File: src/rtl/conv_window_seq_pkg.sv
// Shared types and constants for the convolution window operand sequencer.
package conv_window_seq_pkg;

  typedef enum logic [2:0] {
    IDLE,
    FETCH,
    DRAIN,
    WAIT,
    OUT
  } state_t;

  localparam logic [15:0] Q_ONE = 16'h0100;
  localparam logic [15:0] Q_MAX = 16'h7FFF;
  localparam logic [15:0] Q_MIN = 16'h8000;

  localparam int KMAX_DEF = 5;

endpackage

File: src/rtl/conv_window_seq_win_addr_gen.sv
// Window address generator: kx/ky/ch counters with incremental row/channel
// base adders; reports first and last term of the window.
module win_addr_gen #(
  parameter int ADDR_W = 16,
  parameter int CH_W   = 8
) (
  input  logic              clk,
  input  logic              rst,
  input  logic              load,
  input  logic              step,
  input  logic [2:0]        ksize,
  input  logic [CH_W-1:0]   ch_cnt,
  input  logic [ADDR_W-1:0] ifm_base,
  input  logic [ADDR_W-1:0] w_base,
  input  logic [ADDR_W-1:0] row_stride,
  input  logic [ADDR_W-1:0] ch_stride,
  output logic [ADDR_W-1:0] ifm_addr,
  output logic [ADDR_W-1:0] w_addr,
  output logic              first,
  output logic              last
);

  logic [2:0]        kx_reg;
  logic [2:0]        ky_reg;
  logic [CH_W-1:0]   ch_reg;
  logic [ADDR_W-1:0] row_base_reg;
  logic [ADDR_W-1:0] ch_base_reg;
  logic [ADDR_W-1:0] w_addr_reg;

  logic kx_end;
  logic ky_end;
  logic ch_end;

  assign kx_end = (kx_reg == ksize - 3'd1);
  assign ky_end = (ky_reg == ksize - 3'd1);
  assign ch_end = (ch_reg == ch_cnt - CH_W'(1));

  assign ifm_addr = row_base_reg + ADDR_W'(kx_reg);
  assign w_addr   = w_addr_reg;
  assign first    = (kx_reg == 3'd0) && (ky_reg == 3'd0) && (ch_reg == '0);
  assign last     = kx_end && ky_end && ch_end;

  always_ff @(posedge clk or negedge rst) begin
    if (!rst) begin
      kx_reg       <= '0;
      ky_reg       <= '0;
      ch_reg       <= '0;
      row_base_reg <= '0;
      ch_base_reg  <= '0;
      w_addr_reg   <= '0;
    end else if (load) begin
      kx_reg       <= '0;
      ky_reg       <= '0;
      ch_reg       <= '0;
      row_base_reg <= ifm_base;
      ch_base_reg  <= ifm_base;
      w_addr_reg   <= w_base;
    end else if (step) begin
      w_addr_reg <= w_addr_reg + ADDR_W'(1);
      if (kx_end) begin
        kx_reg <= '0;
        if (ky_end) begin
          // New channel: both bases restart from the next channel plane.
          ky_reg       <= '0;
          ch_reg       <= ch_reg + CH_W'(1);
          ch_base_reg  <= ch_base_reg + ch_stride;
          row_base_reg <= ch_base_reg + ch_stride;
        end else begin
          ky_reg       <= ky_reg + 3'd1;
          row_base_reg <= row_base_reg + row_stride;
        end
      end else begin
        kx_reg <= kx_reg + 3'd1;
      end
    end
  end

endmodule

File: src/rtl/conv_window_seq.sv
// Convolution window operand sequencer feeding a saturating Q8.8 MAC.
// Optional ReLU on the result is enabled by defining CONV_RELU_EN.
module conv_window_seq
  import conv_window_seq_pkg::*;
#(
  parameter int ADDR_W = 16,
  parameter int KMAX   = KMAX_DEF,
  parameter int CH_W   = 8
) (
  input  logic              clk,
  input  logic              rst,
  input  logic              start,
  output logic              busy,
  input  logic [2:0]        cfg_ksize,
  input  logic [CH_W-1:0]   cfg_ch,
  input  logic [15:0]       cfg_bias,
  input  logic [ADDR_W-1:0] cfg_ifm_base,
  input  logic [ADDR_W-1:0] cfg_row_stride,
  input  logic [ADDR_W-1:0] cfg_ch_stride,
  input  logic [ADDR_W-1:0] cfg_w_base,
  output logic              ifm_rd,
  output logic [ADDR_W-1:0] ifm_addr,
  input  logic [15:0]       ifm_rdata,
  output logic              w_rd,
  output logic [ADDR_W-1:0] w_addr,
  input  logic [15:0]       w_rdata,
  output logic              mac_valid,
  output logic [15:0]       mac_in1,
  output logic [15:0]       mac_in2,
  output logic [15:0]       mac_in3,
  input  logic [15:0]       mac_out,
  output logic              res_valid,
  input  logic              res_ready,
  output logic [15:0]       res_data
);

  localparam logic [2:0] KMAX_K = 3'(KMAX);

  state_t state_reg;
  state_t state_next;

  logic [2:0]        ksize_reg;
  logic [CH_W-1:0]   ch_cnt_reg;
  logic [15:0]       bias_reg;
  logic [ADDR_W-1:0] row_stride_reg;
  logic [ADDR_W-1:0] ch_stride_reg;

  logic              rd_reg;
  logic              rd_first_reg;
  logic              rd_last_reg;
  logic [ADDR_W-1:0] ifm_addr_reg;
  logic [ADDR_W-1:0] w_addr_reg;
  logic              mac_valid_reg;
  logic              mac_first_reg;
  logic              mac_last_reg;
  logic [15:0]       res_data_reg;

  logic              gen_load;
  logic              gen_step;
  logic              gen_first;
  logic              gen_last;
  logic [ADDR_W-1:0] gen_ifm_addr;
  logic [ADDR_W-1:0] gen_w_addr;

  logic [2:0] k_eff;
  logic       n_zero;

  function automatic logic [15:0] post_proc(input logic [15:0] v);
`ifdef CONV_RELU_EN
    post_proc = ((v & Q_MIN) != 16'h0000) ? 16'h0000 : v;
`else
    post_proc = v;
`endif
  endfunction

  assign k_eff  = (cfg_ksize > KMAX_K) ? KMAX_K : cfg_ksize;
  assign n_zero = (k_eff == 3'd0) || (cfg_ch == '0);

  win_addr_gen #(
    .ADDR_W (ADDR_W),
    .CH_W   (CH_W)
  ) u_addr_gen (
    .clk        (clk),
    .rst        (rst),
    .load       (gen_load),
    .step       (gen_step),
    .ksize      (ksize_reg),
    .ch_cnt     (ch_cnt_reg),
    .ifm_base   (cfg_ifm_base),
    .w_base     (cfg_w_base),
    .row_stride (row_stride_reg),
    .ch_stride  (ch_stride_reg),
    .ifm_addr   (gen_ifm_addr),
    .w_addr     (gen_w_addr),
    .first      (gen_first),
    .last       (gen_last)
  );

  always_ff @(posedge clk or negedge rst) begin
    if (!rst) begin
      state_reg <= IDLE;
    end else begin
      state_reg <= state_next;
    end
  end

  always_comb begin
    state_next = state_reg;
    gen_load   = 1'b0;
    gen_step   = 1'b0;
    case (state_reg)
      IDLE: begin
        if (start) begin
          gen_load   = 1'b1;
          state_next = n_zero ? OUT : FETCH;
        end
      end
      FETCH: begin
        gen_step = 1'b1;
        if (gen_last) begin
          state_next = DRAIN;
        end
      end
      DRAIN: begin
        if (mac_valid_reg && mac_last_reg) begin
          state_next = WAIT;
        end
      end
      WAIT: begin
        state_next = OUT;
      end
      OUT: begin
        if (res_ready) begin
          state_next = IDLE;
        end
      end
      default: begin
        state_next = IDLE;
      end
    endcase
  end

  always_ff @(posedge clk or negedge rst) begin
    if (!rst) begin
      ksize_reg      <= '0;
      ch_cnt_reg     <= '0;
      bias_reg       <= '0;
      row_stride_reg <= '0;
      ch_stride_reg  <= '0;
      rd_reg         <= 1'b0;
      rd_first_reg   <= 1'b0;
      rd_last_reg    <= 1'b0;
      ifm_addr_reg   <= '0;
      w_addr_reg     <= '0;
      mac_valid_reg  <= 1'b0;
      mac_first_reg  <= 1'b0;
      mac_last_reg   <= 1'b0;
      res_data_reg   <= '0;
    end else begin
      rd_reg       <= gen_step;
      rd_first_reg <= gen_step & gen_first;
      rd_last_reg  <= gen_step & gen_last;
      if (gen_step) begin
        ifm_addr_reg <= gen_ifm_addr;
        w_addr_reg   <= gen_w_addr;
      end
      // SRAM data lands one cycle after the strobe, so the MAC stage lags by one.
      mac_valid_reg <= rd_reg;
      mac_first_reg <= rd_first_reg;
      mac_last_reg  <= rd_last_reg;
      if (gen_load) begin
        ksize_reg      <= k_eff;
        ch_cnt_reg     <= cfg_ch;
        bias_reg       <= cfg_bias;
        row_stride_reg <= cfg_row_stride;
        ch_stride_reg  <= cfg_ch_stride;
        if (n_zero) begin
          res_data_reg <= post_proc(cfg_bias);
        end
      end
      if (state_reg == WAIT) begin
        res_data_reg <= post_proc(mac_out);
      end
    end
  end

  assign busy      = (state_reg != IDLE);
  assign res_valid = (state_reg == OUT);
  assign res_data  = res_data_reg;
  assign ifm_rd    = rd_reg;
  assign w_rd      = rd_reg;
  assign ifm_addr  = ifm_addr_reg;
  assign w_addr    = w_addr_reg;
  assign mac_valid = mac_valid_reg;
  // The first term is seeded with the bias; later terms chain the MAC's registered sum.
  assign mac_in1   = mac_valid_reg ? (mac_first_reg ? bias_reg : mac_out) : 16'h0000;
  assign mac_in2   = mac_valid_reg ? ifm_rdata : 16'h0000;
  assign mac_in3   = mac_valid_reg ? w_rdata : 16'h0000;

endmodule

File: config.mk
export PLATFORM = sky130hd
export DESIGN_NAME = conv_window_seq
export DESIGN_NICKNAME = d
export VERILOG_FILES = /design/src/rtl/conv_window_seq_pkg.sv /design/src/rtl/conv_window_seq_win_addr_gen.sv /design/src/rtl/conv_window_seq.sv
export SDC_FILE = /design/constraint.sdc
export NUM_CORES = 1
export LEC_CHECK = 0
export BUFFER_PORTS_ARGS = -buffer_cell sky130_fd_sc_hd__buf_2
export CORE_ASPECT_RATIO = 0.7
export CORE_MARGIN = 2
export CORE_UTILIZATION = 49
export DETAILED_ROUTE_END_ITERATION = 10
export HOLD_SLACK_MARGIN = 0.02
export PLACE_DENSITY = 0.88
export SYNTH_ARGS = -nofsm -noshare
export SYNTH_HDL_FRONTEND = slang
export SYNTH_SLANG_ARGS = --single-unit
File: constraint.sdc
create_clock -name clk -period 2.5 [get_ports clk]
set_input_delay 0.25 -clock clk [delete_from_list [all_inputs] [get_ports clk]]
set_output_delay 0.25 -clock clk [all_outputs]
set_load 0.05 [all_outputs]
# Word-level counts from Yosys, hierarchy flattened
# Index checks and enable logic that the tools add are counted.
dict set report word_totals {
  mem_bits_ro 0
  wordCells 104
  ramBits 0
  memories 0
  latchBits 0
  output_inout_bits 101
  reg_bits 178
  in_bits 143
}
dict set report op_classes {
  mux 38
  n_addsub 9
  bitwise 2
  n_mul 0
  n_lt_le_gt_ge 1
  eq_ne 11
  shift 0
  div_mod_pow 0
  reduce_logical 22
}
# cell n
set ops {}
lappend ops {{16-bit 2-to-1 mux} 17}
lappend ops {{3-bit 2-to-1 mux} 13}
lappend ops {{16-bit adder} 2}
lappend ops {{8-bit 2-to-1 mux} 4}
lappend ops {{16-bit by 1-bit adder with 16-bit output, second input constant} 1}
lappend ops {{16-bit by 3-bit adder with 16-bit output} 1}
lappend ops {{8-bit logical NOT} 2}
lappend ops {{3-bit case mux with 5 select lines} 1}
lappend ops {{3-bit logical NOT} 4}
lappend ops {{2-bit nonzero test} 5}
lappend ops {{8-bit by 1-bit adder with 8-bit output, second input constant} 1}
lappend ops {{8-bit == test} 1}
lappend ops {{8-bit by 1-bit subtractor with 8-bit output, second input constant} 1}
lappend ops {{3-bit by 1-bit adder with 3-bit output, second input constant} 2}
lappend ops {{3-bit by 2-bit == test with 1-bit output, second input constant} 2}
lappend ops {{3-bit == test} 2}
lappend ops {{2-bit != test, second input constant} 3}
lappend ops {{1-bit logical AND} 5}
lappend ops {{2-bit AND reduction} 2}
lappend ops {{4-bit AND reduction} 1}
lappend ops {{3-bit by 1-bit == test with 1-bit output, second input constant} 1}
lappend ops {{3-bit == test, second input constant} 1}
lappend ops {{3-bit > comparator, second input constant} 1}
lappend ops {{1-bit 2-to-1 mux} 3}
lappend ops {{6 further kinds} 7}

# Longest topological paths before layout
dict set report depth {
  ltp_word 7
  ltp_mapped 10
  mapped_depth_nobuf 10
}

# By module
# From an unflattened synthesis, not the netlist that was laid out.
dict set report unflattened {
  hier_cells 1118
  hier_area_um2 10460.0
}
# mod area_each_um2 seq_area_each_um2 n_inst cells_per_inst
set modules_own_cells {}
lappend modules_own_cells {win_addr_gen 5327.6 1551.5 1 646}
lappend modules_own_cells {conv_window_seq 5132.4 2902.8 1 472}

# Least setup slack after synthesis
# OpenSTA, ideal clock, no wires.
dict set report synth_timing {
  kind {register to register}
  startpoint {register ksize_reg[0]}
  endpoint {register state_reg[0]}
  period_less_slack_ns 2.312
  n_path_buf 0
  setup_time_ns 0.122
  arrival_ns 2.190
  stages_incl_launch_ff 9
  slack_ns 0.188
  path_cell_list {dfrtp_1 -> inv_1 -> ha_1 -> xor2_1 -> xnor2_1 -> nor3b_1 -> nand2b_1 -> or4_1 -> a32o_1}
}
dict set report synth_between {
  elab_chain_len 6
  elab_cells_between_ends 7
  classes_between {add/sub: 1; eq/ne: 3; reduce/logical: 3}
}
# element line
set synth_lines {}
lappend synth_lines {{from (decl)} conv_window_seq.sv:42} ;# logic [2:0] ksize_reg;
lappend synth_lines {{from (signal assigned)} conv_window_seq.sv:172} ;# ksize_reg <= k_eff;
lappend synth_lines {{3-bit by 1-bit subtractor with 3-bit output (*)} {conv_window_seq_win_addr_gen.sv:34, conv_window_seq_win_addr_gen.sv:35}}
lappend synth_lines {{3-bit == test (on tied branches)} {conv_window_seq_win_addr_gen.sv:34, conv_window_seq_win_addr_gen.sv:35}}
lappend synth_lines {{1-bit logical AND (*) (2 in a row)} conv_window_seq_win_addr_gen.sv:41} ;# assign last = kx_end && ky_end && ch_end;
lappend synth_lines {{2-bit != test (no line) (*)} --}
lappend synth_lines {{4-bit AND reduction (no line) (*)} --}
lappend synth_lines {{to (signal assigned)} conv_window_seq.sv:103} ;# state_reg <= state_next;
lappend synth_lines {{to (decl)} conv_window_seq.sv:39} ;# state_t state_reg;
# Every way passes the cells marked *; elsewhere a longest branch is shown, timed or not.
# A chain may end at the register's enable or synchronous reset.

# Final worst setup path
dict set report layout_timing {
  startpoint {register ch_stride_reg[2]}
  endpoint {register u_addr_gen.row_base_reg[15]}
}
dict set report layout_between {
  elab_chain_len 5
}
# element line
set layout_lines {}
lappend layout_lines {{from (decl)} conv_window_seq.sv:46} ;# logic [ADDR_W-1:0] ch_stride_reg;
lappend layout_lines {{from (signal assigned)} conv_window_seq.sv:176} ;# ch_stride_reg <= cfg_ch_stride;
lappend layout_lines {{16-bit adder} conv_window_seq_win_addr_gen.sv:67} ;# row_base_reg <= ch_base_reg + ch_stride;
lappend layout_lines {{16-bit 2-to-1 mux} conv_window_seq_win_addr_gen.sv:62} ;# if (ky_end) begin
lappend layout_lines {{16-bit 2-to-1 mux} conv_window_seq_win_addr_gen.sv:60} ;# if (kx_end) begin
lappend layout_lines {{16-bit 2-to-1 mux} conv_window_seq_win_addr_gen.sv:58} ;# end else if (step) begin
lappend layout_lines {{16-bit 2-to-1 mux} conv_window_seq_win_addr_gen.sv:51} ;# end else if (load) begin
lappend layout_lines {{to (signal assigned)} conv_window_seq_win_addr_gen.sv:55} ;# row_base_reg <= ifm_base;
lappend layout_lines {{to (signal assigned)} conv_window_seq_win_addr_gen.sv:67}
lappend layout_lines {{to (signal assigned)} conv_window_seq_win_addr_gen.sv:70} ;# row_base_reg <= row_base_reg + row_stride;
lappend layout_lines {{to (decl)} conv_window_seq_win_addr_gen.sv:26} ;# logic [ADDR_W-1:0] row_base_reg;
# No other way between the ends. The select of a mux whose other input is x is not followed.

==> metrics.txt <==
1st-iter DRT viols=946; IO buf count=243; DR vias/cell=~5.6; crit path kind=flop to flop; PD cells=1560 nW/um2; via count=9797; sequential share of power=0.259; Detailed Route WL=30500 um; die width=176 um; Detailed Routing Iterations Pass 1=7; Layout area overhead=29.8%; Syn Area/Cell=~8.7 um2; fill cell count=about 1600; num ports=244; placed cell count=1683; vias in the first global route=just under 10000; Setup crit start kind=flop; synth warn=0; synthesized net count=1363; worst IR drop on VDD=0.799 mV; Leakage=approximately 6.5 nW; DIE AREA=22000 um2; Synth area leaders=dfrtp_1, nand2_1, ha_1, mux2i_1, xor2_1; R2R depth=8; Post-Place Worst Slack=-0.0271 ns; sequential area share after synthesis=0.438; gp weighted congestion=0.952; placed cell area=between 10000 and 15000 um2; GRT Total Usage=0.280; GRT overflow=0; CP Data Required Time=2.87 ns; Fmax=roughly 0.42 GHz; Post-Syn Area=10200 um2; DP HPWL=22500 um; worst-margin pin slew=between 0.6 and 0.7 ns; Worst Setup End Kind=flop; maximum level of the CTS H-tree=4; CTS clk-pin slew, worst paths=0.08 ns; Switching Fraction=0.500; Rows=between 40 and 50; Avg WL per Cell=17.3 um; # setup viols final=0; CTS max path bufs=2; number of synthesized register bits=around 180; EDFF count, synth=0; hold crit path type=input port to flop; share of cells above drive strength 1=0.247; CTS buffer count=17; area of the multi-input gates=5480 um2; largest net degree at the start of global routing=70; fin crit share=0.952; switching pwr=10.3 mW; antenna-violating nets left=0; WP data arrival=roughly 2.8 ns; Main synth FF type=dfrtp_1; hold slack=approximately 0.023 ns; final instance area=between 10000 and 15000 um2; nets=roughly 1700; first-pass GRT wire length=48900 um; FF/Latch Area=4450 um2; clock latency on the worst-skew pair=about 0.45 ns; Gate power share=0.602; Clock Power Share=0.139; clock sink count=178; outcome=completed; Final WS setup=0.119 ns; area leader, netlist=dfrtp_1; Worst Clk Skew=0.0195 ns; die height=roughly 120 um; effective utilization at floorplan=0.495; Root Buffer=clkbuf_16; initial antenna violation count=0; final std cells w/o fill=1763; Tmin final=2.38 ns; Synth top area share=0.438; Worst Hold Path Cells=3; Cells after Synth=1175; Yosys cell types=between 60 and 70; Pins Over Slew Limit=0; Remaining DRCs=0; TritonCTS clock tree=done; P_int=roughly 10 mW; maximum fanout along the worst path=4; core area=just over 20000 um2; final hold vios=0; Post-synth ARST share=1.00; relative slew slack=0.563; Antenna diodes=0; maxcap violations=0
per-layer routing:
layer  GRT usage  wire, um
met3      0.0528      2660
met4      0.0685       430
met1       0.377     12900
met5           0         0
met2       0.468     14600
stage by stage:
step | utilization | power (mW) | TNS (ns)
3_3_place_gp | 0.582 | 16.7 | 0
2_1_floorplan | - | 13.7 | 0
4_1_cts | 0.636 | 20.1 | 0
3_5_place_dp | 0.582 | 17.0 | -0.0271
5_1_grt | 0.643 | 22.0 | -0.0327
6_report | 0.643 | 20.6 | 0
cell families after synthesis:
kind of cell | after synthesis | share of synthesized area
fa+ha+maj | 45 | 0.0576
xor+xnor | 67 | 0.0577
buf+inv | 92 | 0.0362
simple gates | 525 | 0.229
mux | 41 | 0.0406
compound gates | 227 | 0.141
flops | 178 | 0.438
worst paths after layout:
kind                                         start                          end  slack [ns]
worst min register to register         rd_last_reg                 mac_last_reg        0.35
max in group asynchronous                      rst                  res_data[0]        1.33
worst max-delay path              ch_stride_reg[2]  u_addr_gen.row_base_reg[15]        0.12
worst max register to register    ch_stride_reg[2]  u_addr_gen.row_base_reg[15]        0.12
min in group asynchronous                      rst                    w_addr[4]        0.33
worst min-delay path            cfg_row_stride[13]           row_stride_reg[13]        0.02
power by group through the flow:
stage	combinational (mW)	sequential (mW)	clock, mW
floorplan	7.29	6.40	0
global placement	11.4	5.24	0
detailed placement	11.7	5.31	0
CTS	11.9	5.27	2.91
global route	13.5	5.49	3.02
finish	12.4	5.34	2.86
Yosys cell counts (all sizes together), types with 3 or more instances:
master,count
a211oi,8
a21o,15
a21oi,63
a221o,7
a22oi,6
a31oi,15
and2,38
and3,9
buf,16
clkbuf,49
dfrtp,178
fa,3
ha,42
inv,27
mux2i,39
nand2,306
nand2b,9
nand3,13
nand3b,3
nand4,10
nor2,79
nor2b,21
nor3,20
o211ai,8
o21a,4
o21ai,58
o21bai,3
o22ai,7
o311ai,5
o31ai,5
o32ai,3
or4,5
xnor2,28
xor2,39
cells in the final DEF (no fill, tap or decap), drive strengths merged, types with 15 or more instances in the layout:
master         n
and2          38
mux2i         39
o21ai         58
nor2          79
clkbuf        17
buf          301
nor3          20
a21o          15
nor2b         21
dfrtp        178
nand2        306
xor2          39
ha            42
a21oi         63
dlygate4sd3   44
a31oi         15
inv           28
xnor2         28
cell type report:
cell class              count  area share
inverters                  27     0.00767
clock buffers              17      0.0322
clock inverters            15      0.0184
well taps                 276      0.0261
flip-flops and latches    178       0.337
multi-input cells         905       0.415
repair buffers            345       0.164
worst max-delay path: stages, from the launching register on:
cell and delay (ns):
dfrtp_1 0.38, ha_1 0.34, o21ai_0 0.39, nor3_2 0.11
o211ai_1 0.27, o31ai_1 0.12, xor2_1 0.27, mux2_2 0.37
o21ai_1 0.07
repair_timing:
action,in CTS,in global routing
hold endpoints to repair,94,0
endpoints found under the setup margin,1,16
hold buffers,44,0
pin swaps,0,8
gates resized for setup,2,24
buffers inserted,0,4
Power figures use the tool's default switching activity.
